--- src/rtl/mux2_rr_arbiter.sv ---
// Two-source round-robin arbiter with packet lock feeding one registered output stage.
// Grant alternates per packet and is held from a packet's first beat through its last beat.
module mux2_rr_arbiter #(
  parameter int unsigned DATA_WIDTH = 8
) (
  input  logic                  clk,
  input  logic                  rst_n,
  input  logic [DATA_WIDTH-1:0] a_data,
  input  logic                  a_last,
  input  logic                  a_valid,
  output logic                  a_ready,
  input  logic [DATA_WIDTH-1:0] b_data,
  input  logic                  b_last,
  input  logic                  b_valid,
  output logic                  b_ready,
  output logic [DATA_WIDTH-1:0] out_data,
  output logic                  out_last,
  output logic                  out_valid,
  input  logic                  out_ready,
  output logic                  sel
);

  localparam int unsigned STATE_W = 2;

  typedef enum logic [STATE_W-1:0] {
    IDLE   = 2'd0,
    LOCK_A = 2'd1,
    LOCK_B = 2'd2
  } state_t;

  state_t state;
  state_t state_nxt;

  logic last_grant;
  logic sel_q;
  logic sel_c;
  logic load_en_c;
  logic accept_a_c;
  logic accept_b_c;

  assign load_en_c  = !out_valid || out_ready;
  assign accept_a_c = a_valid && a_ready;
  assign accept_b_c = b_valid && b_ready;

  // State register
  always_ff @(posedge clk or negedge rst_n) begin
    if (!rst_n) begin
      state <= IDLE;
    end else begin
      state <= state_nxt;
    end
  end

  // Next-state: lock on a non-last first beat, release on the locked side's last beat
  always_comb begin
    state_nxt = state;
    case (state)
      IDLE: begin
        if (accept_a_c && !a_last) begin
          state_nxt = LOCK_A;
        end else if (accept_b_c && !b_last) begin
          state_nxt = LOCK_B;
        end
      end
      LOCK_A: begin
        if (accept_a_c && a_last) begin
          state_nxt = IDLE;
        end
      end
      LOCK_B: begin
        if (accept_b_c && b_last) begin
          state_nxt = IDLE;
        end
      end
      default: state_nxt = IDLE;
    endcase
  end

  // Grant and handshake outputs; nothing is offered while reset is held
  always_comb begin
    sel_c   = sel_q;
    sel     = 1'b0;
    a_ready = 1'b0;
    b_ready = 1'b0;
    case (state)
      IDLE: begin
        if (a_valid && !b_valid) begin
          sel_c = 1'b0;
        end else if (b_valid && !a_valid) begin
          sel_c = 1'b1;
        end else if (a_valid && b_valid) begin
          sel_c = !last_grant;
        end
      end
      LOCK_A:  sel_c = 1'b0;
      LOCK_B:  sel_c = 1'b1;
      default: sel_c = 1'b0;
    endcase
    if (rst_n) begin
      sel     = sel_c;
      a_ready = load_en_c && !sel_c;
      b_ready = load_en_c && sel_c;
    end
  end

  // Grant history and the one-entry output stage
  always_ff @(posedge clk or negedge rst_n) begin
    if (!rst_n) begin
      last_grant <= 1'b1;
      sel_q      <= 1'b0;
      out_data   <= '0;
      out_last   <= 1'b0;
      out_valid  <= 1'b0;
    end else begin
      sel_q <= sel_c;
      if (accept_a_c) begin
        out_data   <= a_data;
        out_last   <= a_last;
        out_valid  <= 1'b1;
        last_grant <= 1'b0;
      end else if (accept_b_c) begin
        out_data   <= b_data;
        out_last   <= b_last;
        out_valid  <= 1'b1;
        last_grant <= 1'b1;
      end else if (out_valid && out_ready) begin
        out_valid <= 1'b0;
      end
    end
  end

endmodule

--- config.mk ---
export PLATFORM = sky130hd
export DESIGN_NAME = mux2_rr_arbiter
export DESIGN_NICKNAME = d
export VERILOG_FILES = /design/src/rtl/mux2_rr_arbiter.sv
export SDC_FILE = /design/constraint.sdc
export NUM_CORES = 1
export LEC_CHECK = 0
export ABC_CLOCK_PERIOD_IN_PS = 3450
export CAP_MARGIN = 20
export CORE_MARGIN = 3
export CORE_UTILIZATION = 28
export DETAILED_ROUTE_END_ITERATION = 10
export GPL_TIMING_DRIVEN = 0
export SLEW_MARGIN = 20
export SYNTH_ARGS = -nofsm -noshare
export SYNTH_HDL_FRONTEND = slang
export SYNTH_SLANG_ARGS = --single-unit
--- constraint.sdc ---
create_clock -name clk -period 3.45 [get_ports clk]
set_input_delay 0.5175 -clock clk [delete_from_list [all_inputs] [get_ports clk]]
set_output_delay 0.5175 -clock clk [all_outputs]
set_load 0.01 [all_outputs]
* Word-level counts from Yosys, hierarchy flattened
Index checks and enable logic that the tools add are counted.
** Word-level totals
- Output and inout bits :: 13
- Bits in registers :: 14
** Operators by class
- Reduce and logical (&&, ||, !) cells :: 24
- Equal/unequal tests :: 5
- Multiplexer cells :: 21
** Operator list (number)
- 2-to-1 mux 8 bit :: 2
- 2-to-1 mux 1 bit :: 13
- logical AND 1 bit :: 12
- 2-to-1 mux 2 bit :: 4
- logical NOT 1 bit :: 7
- case mux 2 bit (3 select lines) :: 1
- != test 2 bit (second input constant) :: 2
- != test 3 bit (second input constant) :: 1
- AND reduction 3 bit :: 1
- nonzero test 3 bit :: 1
- == test 2 x 1 -> 1 bit (second input constant) :: 1
- == test 2 bit (second input constant) :: 1
- logical NOT 2 bit :: 1
- case mux 1 bit (2 select lines) :: 1
- nonzero test 2 bit :: 1
- logical OR 1 bit :: 1

* Depth between registers and ports, before layout
- Depth after elaboration :: 12
- Gate-level depth with buffers :: 5
- Gate-level depth less buffers :: 4

* Worst setup path after synthesis
OpenSTA, ideal clock, no wires.
- Path type :: input port to output port
- Start :: input out_ready
- End :: output a_ready
- Arrival time :: 1168 ps
- Slack :: 1765 ps
- Cell stages on the path :: 4
- Required time :: 2932 ps
- Path through :: nand2b_1 nand2_1 clkbuf_1 nor2_1
** On the way
- Word-level cells in the longest chain between the ends :: 3
** Ends and longest elaborated chain
- start: declaration :: line 19 : input logic out_ready,
- logical OR 1 bit :: line 41 : assign load_en_c = !out_valid || out_ready;
- logical AND 1 bit :: line 101 : a_ready = load_en_c && !sel_c;
- 2-to-1 mux 1 bit :: line 99 : if (rst_n) begin
- end: declaration :: line 11 : output logic a_ready,
No other way between the ends.

* Worst setup path in the final report
- Start :: input rst_n
- End :: output a_ready
** On the way
- Word-level cells in the longest chain between the ends :: 1
** Ends and longest elaborated chain
- start: declaration :: line 7 : input logic rst_n,
- 2-to-1 mux 1 bit :: line 99
No other way between the ends.

==> results.json <==
{
  "nets": 137,
  "netlist_instances": 74,
  "hold_viol_final": 0,
  "clock_sinks": 14,
  "cts_buffer_depth": 2,
  "cts_tree": "built",
  "rsz0062_at_grt": "false",
  "p_switching_uw": 283.0,
  "viasPerCell": 5.434,
  "r2r_start": "state[0]",
  "grt_pass1_wl_um": 3801,
  "grt_max_degree": 19,
  "required_ns": 2.93,
  "wire_per_inst_um": 15.03,
  "multi_input_area_um2": 371.6,
  "holdPathEnd": "out_data[7]",
  "die_y_um": 58.04,
  "synth_ff_type": "dfrtp_1",
  "antenna_found_initial": 0,
  "path_class": "primary input to primary output",
  "io_pins": 36,
  "peakVddDrop_mv": 0.2883,
  "clk_latency_ns": 0.28,
  "final_common_cell": "clkdlybuf4s50_1",
  "cts_setup_buffers": 0,
  "maxClockFrequency_mhz": 316.7,
  "p_comb_frac": 0.513,
  "path_max_fanout": 18,
  "start_util": 0.3006,
  "dp_hpwl_um": 1576,
  "rrSetupSlack_ns": 1.89,
  "min_period_over_period": 0.9152,
  "whs_path_depth": 1,
  "max-cap-violations": 0,
  "setup_slack_ns": 0.2925,
  "setup-violations-final": 0,
  "ys_seq_area_frac": 0.4637,
  "clock_skew_ns": 0.001671,
  "endpoint_kind": "primary output",
  "hold_slack_ns": 0.5486,
  "areaGrowthSynthToFinish_pct": 55.94,
  "tightest_slew_ns": 0.7276,
  "min_path_type": "flip-flop to flip-flop",
  "drive_above_1_share": 0.1062,
  "tns_ns": 0,
  "maxSlewViolCount": 0,
  "min_from": "out_data[7]",
  "dieWidth_um": 58.04,
  "drt_iter0_markers": 18,
  "avgSynthCellArea_um2": 10.25,
  "std_cell_rows": 18,
  "status": "complete, no violations",
  "final_cell_mix": "35 x clkdlybuf4s50_1, 13 x dfrtp_1, 9 x a311oi_1, 9 x o21ai_0, 8 x a2bb2oi_1",
  "async_flop_share": 1.000,
  "first_pass_iters": 4,
  "cts_made_buffers": 3,
  "synth-edff-count": 0,
  "reg2regPathDepth": 5,
  "seq_power_share": 0.341,
  "netlist_area_um2": 758.2,
  "cp-start-kind": "primary input",
  "portBuffers": 35,
  "p_per_area_mw_per_mm2": 685.4,
  "fin_util": 0.4688,
  "clkTransAtPathRegs_ns": 0.09,
  "finalCriticalPeriod_ns": 3.157,
  "route.detailed.drc": 0,
  "ctsHoldBuffers": 0,
  "core_mm2": 0.002522,
  "die_area_mm2": 0.003369,
  "routed-via-count": 777,
  "clockPowerShare": 0.146,
  "fillers": 285,
  "register_area_um2": 351.6,
  "htreeDepth": 1,
  "relSlewSlack": 0.5134,
  "place_congestion": 0.7200,
  "track_usage": 0.1460,
  "power_leakage_nw": 0.4534,
  "synth_cell_type_count": 27,
  "diodes": 0,
  "arrival_ns": 2.64,
  "drtAntennaViolNets": 0,
  "timing.rr.end": "out_data[2]",
  "wl_um": 2150,
  "grt-ovfl-total": 0,
  "ys_ff_latch": 14,
  "swShare": 0.3492,
  "syn_nets": 97,
  "yosys_warnings": 0,
  "internal_power_uw": 527.4,
  "dp_slack_ns": 0.1896,
  "root_buffer": "clkbuf_4",
  "cts_resized": 0,
  "grt_pass1_vias": 794
}
## per-stage QoR
step	total power [mW]	instance area, µm²	cells
detailed placement	0.6969	1146	139
CTS	0.8213	1182	143
finish	0.8104	1182	143
floorplan	0.4976	758.2	74
global placement	0.6920	1146	139
global route	0.8765	1182	143
## routing by layer
layer,global-route usage,up-vias,part of all wire
li1,-,372,-
met2,0.2355,36,0.44
met5,0,-,0
met1,0.1904,367,0.47
met3,0.04232,2,0.084
met4,0.03974,0,0.0047
## worst max-delay path, cell delays in order
cell	delay [ns]
clkdlybuf4s50_1	0.94
nand2_1	0.21
clkbuf_1	0.28
nor2_1	0.15
clkdlybuf4s50_1	0.55
## power groups by stage
stage / Sequential [mW] / Combinational, mW / Clock (mW)
after floorplan: 0.295 / 0.202 / 0
after global placement: 0.276 / 0.416 / 0
after detailed placement: 0.277 / 0.420 / 0
after CTS: 0.277 / 0.422 / 0.122
after global routing: 0.287 / 0.453 / 0.136
final: 0.276 / 0.416 / 0.119
## logic make-up (layout without fill, tap and decap cells)
group / count (synthesis) / count (layout) / share of synthesized area
AO/OA/AOI/OAI: 37 / 37 / 0.3713
buffers and inverters: 7 / 46 / 0.04620
flip-flops: 14 / 14 / 0.4637
AND/OR/NAND/NOR: 16 / 16 / 0.1188
## flip-flops by register name, indices dropped and copies added, names as in the netlist
name and count:
out_data 8, state 2, last_grant 1, out_last 1, out_valid 1, sel_q 1
## cells in the mapped netlist, drive strengths merged, types with 3 or more instances
cell,n,share of area
a2bb2oi,9,0.11
a311oi,9,0.10
a31oi,3,0.025
and2,4,0.033
dfrtp,13,0.43
inv,3,0.015
nand2b,3,0.028
o21ai,9,0.059
## layout make-up
type	instances	share of cell area
buffer	4	0.02011
clock buffer	4	0.03069
inverter	3	0.009524
multi-input combinational	53	0.3143
sequential	14	0.2974
tap	30	0.03175
timing repair buffer	35	0.2963
## worst max path at each step
stage / start / end / cells after the start
floorplan: out_ready / a_ready / 4
global placement: rst_n / a_ready / 5
detailed placement: rst_n / a_ready / 5
CTS: rst_n / a_ready / 5
global route: rst_n / a_ready / 5
finish: rst_n / a_ready / 5
(Power assumes the default switching activity.)
